**src/rtl/alu_arbiter_pkg.sv**
```systemverilog
// Shared opcodes, FSM states and opcode legality check for the ALU arbiter.
package alu_arbiter_pkg;

  localparam logic [5:0] OP_NOP = 6'h00;
  localparam logic [5:0] OP_ADD = 6'h20;
  localparam logic [5:0] OP_SUB = 6'h22;
  localparam logic [5:0] OP_AND = 6'h24;
  localparam logic [5:0] OP_OR  = 6'h25;
  localparam logic [5:0] OP_XOR = 6'h26;
  localparam logic [5:0] OP_SLT = 6'h2A;

  typedef enum logic [1:0] {
    IDLE = 2'd0,
    EXEC = 2'd1,
    RESP = 2'd2
  } state_t;

  function automatic logic is_legal_op(input logic [5:0] op);
    case (op)
      OP_ADD, OP_SUB, OP_AND, OP_OR, OP_XOR, OP_SLT: return 1'b1;
      default:                                       return 1'b0;
    endcase
  endfunction

endpackage

```
**src/rtl/alu_arbiter_alu.sv**
```systemverilog
// Combinational 32-bit ALU: ADD/SUB with carry/borrow, logic ops, unsigned SLT.
module alu
  import alu_arbiter_pkg::*;
(
  input  logic [5:0]  op,
  input  logic [31:0] a,
  input  logic [31:0] b,
  input  logic        cin,
  output logic [31:0] s,
  output logic        z,
  output logic        cout,
  output logic        err
);

  logic [32:0] wide;

  // Result, flags and legality decode; unsupported ops yield S=0.
  always_comb begin
    wide = '0;
    s    = '0;
    cout = 1'b0;
    case (op)
      OP_ADD: begin
        wide = {1'b0, a} + {1'b0, b} + {32'd0, cin};
        s    = wide[31:0];
        cout = wide[32];
      end
      OP_SUB: begin
        wide = {1'b0, a} - {1'b0, b};
        s    = wide[31:0];
        cout = wide[32];
      end
      OP_AND:  s = a & b;
      OP_OR:   s = a | b;
      OP_XOR:  s = a ^ b;
      OP_SLT:  s = {31'd0, (a < b)};
      default: s = '0;
    endcase
    z   = (s == '0);
    err = !is_legal_op(op);
  end

endmodule

```
**src/rtl/alu_arbiter.sv**
```systemverilog
// Two-requester arbiter sharing one ALU: arbitrate, register operands,
// execute, and hold the registered result until the consumer takes it.
module alu_arbiter
  import alu_arbiter_pkg::*;
#(
  parameter int unsigned RR_EN = 1,
  parameter int unsigned DW    = 32
) (
  input  logic          clk,
  input  logic          rst_n,
  input  logic          r0_valid,
  output logic          r0_ready,
  input  logic [5:0]    r0_op,
  input  logic [DW-1:0] r0_a,
  input  logic [DW-1:0] r0_b,
  input  logic          r0_cin,
  input  logic          r1_valid,
  output logic          r1_ready,
  input  logic [5:0]    r1_op,
  input  logic [DW-1:0] r1_a,
  input  logic [DW-1:0] r1_b,
  input  logic          r1_cin,
  output logic          rsp_valid,
  input  logic          rsp_ready,
  output logic          rsp_id,
  output logic [DW-1:0] rsp_s,
  output logic          rsp_z,
  output logic          rsp_cout,
  output logic          rsp_err
);

  state_t        state;
  state_t        state_next;
  logic          last_grant;
  logic          grant_id;
  logic          accept;
  logic [5:0]    op_q;
  logic [DW-1:0] a_q;
  logic [DW-1:0] b_q;
  logic          cin_q;
  logic          id_q;
  logic [31:0]   alu_s;
  logic          alu_z;
  logic          alu_cout;
  logic          alu_err;

  // Winner among valid requesters; ties go to the one not granted last (or r0).
  always_comb begin
    grant_id = 1'b0;
    if (r0_valid && r1_valid) begin
      grant_id = (RR_EN != 0) ? ~last_grant : 1'b0;
    end else if (r1_valid) begin
      grant_id = 1'b1;
    end
  end

  // State register.
  always_ff @(posedge clk or negedge rst_n) begin
    if (!rst_n) state <= IDLE;
    else        state <= state_next;
  end

  // Next state and ready; ready is gated by reset so it reads 0 while held.
  always_comb begin
    state_next = state;
    r0_ready   = 1'b0;
    r1_ready   = 1'b0;
    accept     = 1'b0;
    case (state)
      IDLE: begin
        if (rst_n && (r0_valid || r1_valid)) begin
          r0_ready   = ~grant_id;
          r1_ready   = grant_id;
          accept     = 1'b1;
          state_next = EXEC;
        end
      end
      EXEC:    state_next = RESP;
      RESP:    if (rsp_ready) state_next = IDLE;
      default: state_next = IDLE;
    endcase
  end

  // Operand capture; op reg is cleared every non-accept cycle so it is
  // only non-zero during EXEC and each issue presents a fresh opcode.
  always_ff @(posedge clk or negedge rst_n) begin
    if (!rst_n) begin
      last_grant <= 1'b1;
      op_q       <= OP_NOP;
      a_q        <= '0;
      b_q        <= '0;
      cin_q      <= 1'b0;
      id_q       <= 1'b0;
    end else if (accept) begin
      last_grant <= grant_id;
      op_q       <= grant_id ? r1_op  : r0_op;
      a_q        <= grant_id ? r1_a   : r0_a;
      b_q        <= grant_id ? r1_b   : r0_b;
      cin_q      <= grant_id ? r1_cin : r0_cin;
      id_q       <= grant_id;
    end else begin
      op_q       <= OP_NOP;
    end
  end

  alu u_alu (
    .op   (op_q),
    .a    (a_q),
    .b    (b_q),
    .cin  (cin_q),
    .s    (alu_s),
    .z    (alu_z),
    .cout (alu_cout),
    .err  (alu_err)
  );

  // Response registers: load in EXEC, hold through RESP until consumed.
  always_ff @(posedge clk or negedge rst_n) begin
    if (!rst_n) begin
      rsp_valid <= 1'b0;
      rsp_id    <= 1'b0;
      rsp_s     <= '0;
      rsp_z     <= 1'b0;
      rsp_cout  <= 1'b0;
      rsp_err   <= 1'b0;
    end else if (state == EXEC) begin
      rsp_valid <= 1'b1;
      rsp_id    <= id_q;
      rsp_s     <= alu_s;
      rsp_z     <= alu_z;
      rsp_cout  <= alu_cout;
      rsp_err   <= alu_err;
    end else if (state == RESP && rsp_ready) begin
      rsp_valid <= 1'b0;
    end
  end

endmodule

```
**config.mk**
```make
export PLATFORM = sky130hd
export DESIGN_NAME = alu_arbiter
export DESIGN_NICKNAME = d
export VERILOG_FILES = /design/src/rtl/alu_arbiter_pkg.sv /design/src/rtl/alu_arbiter_alu.sv /design/src/rtl/alu_arbiter.sv
export SDC_FILE = /design/constraint.sdc
export NUM_CORES = 1
export LEC_CHECK = 0
export CORE_MARGIN = 2
export CORE_UTILIZATION = 46
export CTS_BUF_LIST = sky130_fd_sc_hd__clkbuf_8
export CTS_CLUSTER_DIAMETER = 50
export DETAILED_ROUTE_END_ITERATION = 6
export GPL_TIMING_DRIVEN = 0
export HOLD_SLACK_MARGIN = 0.05
export PLACE_DENSITY = 0.79
export SYNTH_ARGS = -nofsm -noshare
export SYNTH_HDL_FRONTEND = slang
export SYNTH_SLANG_ARGS = --single-unit
```
**constraint.sdc**
```tcl
create_clock -name clk -period 4.75 [get_ports clk]
set_input_delay 0.475 -clock clk [delete_from_list [all_inputs] [get_ports clk]]
set_output_delay 0.475 -clock clk [all_outputs]
set_load 0.01 [all_outputs]
```
# Word-level counts from Yosys, hierarchy flattened
# Cells that the tools add are included.
[op_classes]
addsub = 3
order_cmp = 1
eq_ne = 10
muxes = 21
bitwise_logic = 5
reduce_logical = 10
[op_table]
columns = ["operator", "count"]
rows = [
  ["32-bit case mux with 6 select lines", 1],
  ["32-bit 2-to-1 mux", 2],
  ["6-bit == test (second input constant)", 6],
  ["32-bit by 32-bit adder with 33-bit output", 1],
  ["33-bit by 1-bit adder with 33-bit output", 1],
  ["32-bit by 32-bit subtractor with 33-bit output", 1],
  ["32-bit bitwise AND", 1],
  ["32-bit logical NOT", 1],
  ["32-bit < comparator", 1],
  ["32-bit bitwise OR", 1],
  ["32-bit XOR", 1],
  ["1-bit 2-to-1 mux", 12],
  ["6-bit 2-to-1 mux", 2],
  ["2-bit case mux with 3 select lines", 1],
  ["6-bit OR reduction", 1],
  ["2-bit 2-to-1 mux", 2],
  ["2-bit != test (second input constant)", 2],
  ["1-bit logical AND", 3],
  ["2-bit by 1-bit == test with 1-bit output (second input constant)", 1],
  ["2-bit == test (second input constant)", 1],
  ["2-bit logical NOT", 1],
  ["1-bit NOT", 2],
  ["1-bit case mux with 2 select lines", 1],
  ["2-bit AND reduction", 1],
  ["other kinds (3)", 3],
]
[word_totals]
reg_bits = 112
input_bits = 147
out_inout_bits = 39
wordCells = 63

# Longest topological paths before layout
[depth]
word_depth = 5
ltp_mapped = 15
mapped_depth_nobuf = 15

# Hierarchy
# A second synthesis with hierarchy kept.
[hier_totals]
hier_cells = 1335
hier_area_um2 = 10610.2
[modules_own_cells]
columns = ["module", "n_inst", "cells_per_inst", "area_per_inst_um2", "seq_area_each_um2"]
rows = [
  ["alu", 1, 927, 5835.6, 0.0],
  ["alu_arbiter", 1, 408, 4774.6, 2803.9],
]

# Worst setup path after synthesis
# Ideal clock, no wire load.
[synth_timing]
kind = "register to register"
from = "register a_q[0]"
to = "register rsp_z"
setup_ns = 0.076
arrival_ns = 3.624
path_slack_ns = 1.049
stages_incl_launch_ff = 16
synth_period_minus_slack_ns = 3.701
path_cell_list = "dfrtp_1 inv_1 ha_1 inv_1 fa_1 nor2b_1 o21ai_1 a2111oi_4 nor4b_1 o31ai_1 a21boi_0 o221ai_1 a22o_1 or4bb_1 or4_1 o21ai_1"
[synth_via]
elab_chain_cells = 4
elab_cells_between_ends = 9
[synth_lines]
columns = ["item", "line_no", "rtl"]
rows = [
  ["from (decl)", "alu_arbiter.sv:38", "logic [DW-1:0] a_q;"],
  ["from (signal assigned)", "alu_arbiter.sv:97", "a_q <= grant_id ? r1_a : r0_a;"],
  ["32-bit by 32-bit adder with 33-bit output", "alu_arbiter_alu.sv:24", "wide = {1'b0, a} + {1'b0, b} + {32'd0, cin};"],
  ["33-bit by 1-bit adder with 33-bit output", "alu_arbiter_alu.sv:24", ""],
  ["32-bit case mux with 6 select lines *", "alu_arbiter_alu.sv:22", "case (op)"],
  ["32-bit logical NOT *", "alu_arbiter_alu.sv:39", "z = (s == '0);"],
  ["to (signal assigned)", "alu_arbiter.sv:130", "rsp_z <= alu_z;"],
  ["to (decl)", "alu_arbiter.sv:27", "output logic rsp_z,"],
]
# Mark *: on every way between the ends. The rest lies on a longest branch, timed or not.
# A chain may end at the register's enable or synchronous reset.

# Worst setup path in the final report
[layout_timing]
from = "register op_q[0]"
to = "register rsp_z"
[layout_via]
elab_chain_cells = 3
elab_cells_between_ends = 8
[layout_lines]
columns = ["item", "line_no", "rtl"]
rows = [
  ["from (decl)", "alu_arbiter.sv:37", "logic [5:0] op_q;"],
  ["from (signal assigned)", "alu_arbiter.sv:96", "op_q <= grant_id ? r1_op : r0_op;"],
  ["6-bit == test", "alu_arbiter_alu.sv:22", ""],
  ["32-bit case mux with 6 select lines *", "alu_arbiter_alu.sv:22", ""],
  ["32-bit logical NOT *", "alu_arbiter_alu.sv:39", ""],
]
# Marks and branches as above.

==> flow_metrics.py <==
metrics = {
    "floorplanning": {
        "die_w_um": 151,
        "num_rows": 53,
        "core_area_sq_um": 21200,
        "die_y_um": 151,
        "start_util": 0.471,
        "die_area_sq_um": 22800,
        "pin_count": 186,
    },
    "clock_network": {
        "cts_tree": "yes",
        "cts_made_buffers": 9,
        "ctsHoldBuffers": 0,
        "worstSkewPairLatency_ps": 410,
        "clk_pin_slew_ps": 110,
        "cts-htree-levels": 3,
        "cts_sinks": 112,
        "cts_max_path_buffers": 2,
        "ctsRootBufferMaster": "clkbuf_8",
    },
    "global_route": {
        "grt_max_degree": 61,
        "overflow": 0,
        "track_usage": 0.335,
        "grt_pass1_vias": 10400,
        "grt_pass1_wl_mm": 58.3,
        "antenna_found_initial": 0,
    },
    "final_layout": {
        "final_cell_mix": "clkdlybuf4s50_1 (184), inv_1 (174), nand2_1 (127)",
        "finish.utilization": 0.589,
        "drive_gt1_frac": 0.0391,
        "area_growth_pct": 25.2,
        "fin_nets": 1700,
        "mostFrequentLayoutCell": "clkdlybuf4s50_1",
        "fillers": 2045,
        "diodes": 0,
    },
    "critical_path": {
        "reg2reg_from": "op_q[0]",
        "arrival_ps": 5070,
        "worst-path-buf-inv": 4,
        "start_kind": "flip-flop",
        "cp_max_fo": 10,
        "endpoint_kind": "flip-flop",
        "crit_path_start": "op_q[0]",
        "crit_required_ps": 5080,
        "cpMaxStageDelayCell": "or4_1",
        "reg2reg_slack_ps": 5,
        "slowest_delay_ps": 560,
        "crit_family": "buffers and inverters",
        "crit_path_frequent_cell": "clkbuf_2",
        "worstPathCellList": "clkbuf_1, clkbuf_2, clkbuf_2, clkbuf_2, a21oi_1, a32o_1, a211oi_1, nand3_1, nor4_1, nand4_1, or4_1, o21ai_1",
        "worstSetupPathType": "flip-flop to flip-flop",
        "reg2reg_depth": 12,
        "rr_endpoint": "rsp_z",
    },
    "synth": {
        "avgSynthCellArea_sq_um": 7.97,
        "synth_enable_flop_cells": 0,
        "ys_warn_count": 0,
        "synth_fp_nets": 1497,
        "syn_inst": 1249,
        "synthArstFlopShare": 1.00,
        "yosysUniqueCellTypes": 84,
        "ys_ff_latch": 112,
        "syn_area_sq_um": 9950,
        "synth_flop_cell": "dfrtp_1",
        "ys_seq_area_frac": 0.282,
    },
    "power": {
        "clkPwrFrac": 0.066,
        "p_leak_nw": 5.51,
        "peakVddDrop_v": 0.000262,
        "p_switching_mw": 4.93,
        "seqPwrFrac": 0.194,
        "p_int_mw": 4.06,
        "swShare": 0.549,
        "powerDensity_nw_per_um2": 721,
        "total_power_mw": 8.99,
        "pwr-share-comb": 0.741,
    },
    "sta": {
        "fin_crit_sh": 0.999,
        "hold_viol": 0,
        "setup_viol": 0,
        "fmax_mhz": 211,
        "min_period_ps": 4740,
        "skew_ps": 17.5,
        "relSlewSlack": 0.385,
        "worstMarginPinSlew_ps": 911,
        "rsz0062_at_grt": "true",
        "drv_slew": 0,
    },
    "drt": {
        "wirelength_mm": 38.1,
        "drtAntennaViolNets": 0,
        "drtIter0Drc": 1343,
        "wire_per_inst_um": 22.0,
        "firstDrtPassIters": 7,
        "drc_errors": 1,
        "num_vias": 10800,
        "viasPerCell": 6.26,
    },
    "run_status": {
        "status": "complete, but fails checks",
        "violations": "design-rule violations",
    },
    "placed_design": {
        "io_buffers": 185,
        "gp_congestion": 1.04,
        "dp_hpwl_mm": 30.4,
    },
    "worst_hold_path": {
        "hold_path_class": "input pin to async pin",
    },
    "flow_run": {
        "drv_cap": 0,
    },
}
[worst max-delay path by stage]
stage,to,slack [ps],cells past startpoint
after global routing,rsp_z,-30,14
final,rsp_z,5,12
after detailed placement,rsp_z,-480,12
after CTS,rsp_z,0.1,12
after global placement,r0_ready,-3730,6
after floorplan,rsp_z,1050,15
[worst reg2reg max path, stage by stage (launching register included)]
cell and delay [ps]:
dfrtp_1 350, clkbuf_1 530, clkbuf_2 480, clkbuf_2 430, clkbuf_2 450, a21oi_1 190, a32o_1 240, a211oi_1 450
nand3_1 170, nor4_1 440, nand4_1 250, or4_1 560, o21ai_1 140
[final cells by class]
type,count,area (sq um),area share
multi-input combinational,887,6260,0.502
clock inverter,7,58.8,0.00472
inverter,175,657,0.0527
sequential,112,2800,0.225
clock buffer,9,124,0.00994
buffer,75,292,0.0234
tap,275,344,0.0276
timing repair buffer,192,1920,0.154
[power groups by stage]
stage	Clock, mW	Combinational (mW)	Sequential [mW]
after global placement	0	6.24	1.74
after detailed placement	0	6.32	1.76
after CTS	0.592	6.40	1.74
after global routing	0.623	7.25	1.80
after floorplan	0	4.30	1.69
final	0.591	6.66	1.74
[logic make-up (layout without fill, tap and decap cells)]
group                      Yosys count  after routing  synth area share
adders and majority gates          101            101             0.129
xor gates and xnor gates             5              5           0.00440
buffers and inverters              250            458            0.0945
DFF                                112            112             0.282
AOI/OAI and AO/OA                  419            419             0.304
muxes                               17             17            0.0179
and+or+nand+nor                    345            345             0.168
[routing by layer]
metal | global-route usage | vias to the layer above | wire length, um
met1 | 0.457 | 5156 | 15900
li1 | - | 4985 | -
met5 | 0 | - | 0
met4 | 0.114 | 0 | 1280
met3 | 0.0569 | 82 | 3910
met2 | 0.540 | 623 | 17100
[flip-flops by register name (all words and copies together), names as in the netlist]
name / cells
state: 2
rsp_s: 32
rsp_id: 1
id_q: 1
rsp_valid: 1
b_q: 32
op_q: 6
rsp_cout: 1
cin_q: 1
rsp_z: 1
rsp_err: 1
last_grant: 1
a_q: 32
[Yosys cell counts, types with 13 or more instances]
cell	number	area [sq um]
clkbuf_1	69	259
nor2b_1	16	100
a222oi_1	69	691
inv_1	170	638
nor3_1	21	105
nand3_1	22	110
a31oi_1	16	100
o21ai_1	13	65.1
o211ai_1	22	165
nand4_1	14	87.6
o31ai_1	14	105
nor4_1	13	81.3
nor2_1	68	255
nand2_1	127	477
ha_1	98	1230
a21oi_1	91	455
a211oi_1	19	143
dfrtp_1	111	2780
o21ai_0	62	310
[what timing repair did]
item,CTS,global route
setup endpoints to repair,2,3
pin swaps,1,2
endpoints found under the hold margin,0,0
resized for setup,8,8
setup buffers,2,4
[metrics by stage]
stage	setup TNS, ps	cells	hold WS, ps	setup slack [ps]	instance area, sq um
3_3_place_gp	-343610	1709	456	-3730	12100
3_5_place_dp	-849	1710	465	-480	12200
6_report	0	1732	92.0	5.04	12500
2_1_floorplan	0	1249	179	1050	9950
4_1_cts	0	1728	112	0.145	12400
5_1_grt	-27.4	1732	151	-27.4	12500
No activity file was read; power rests on OpenSTA's default activity.
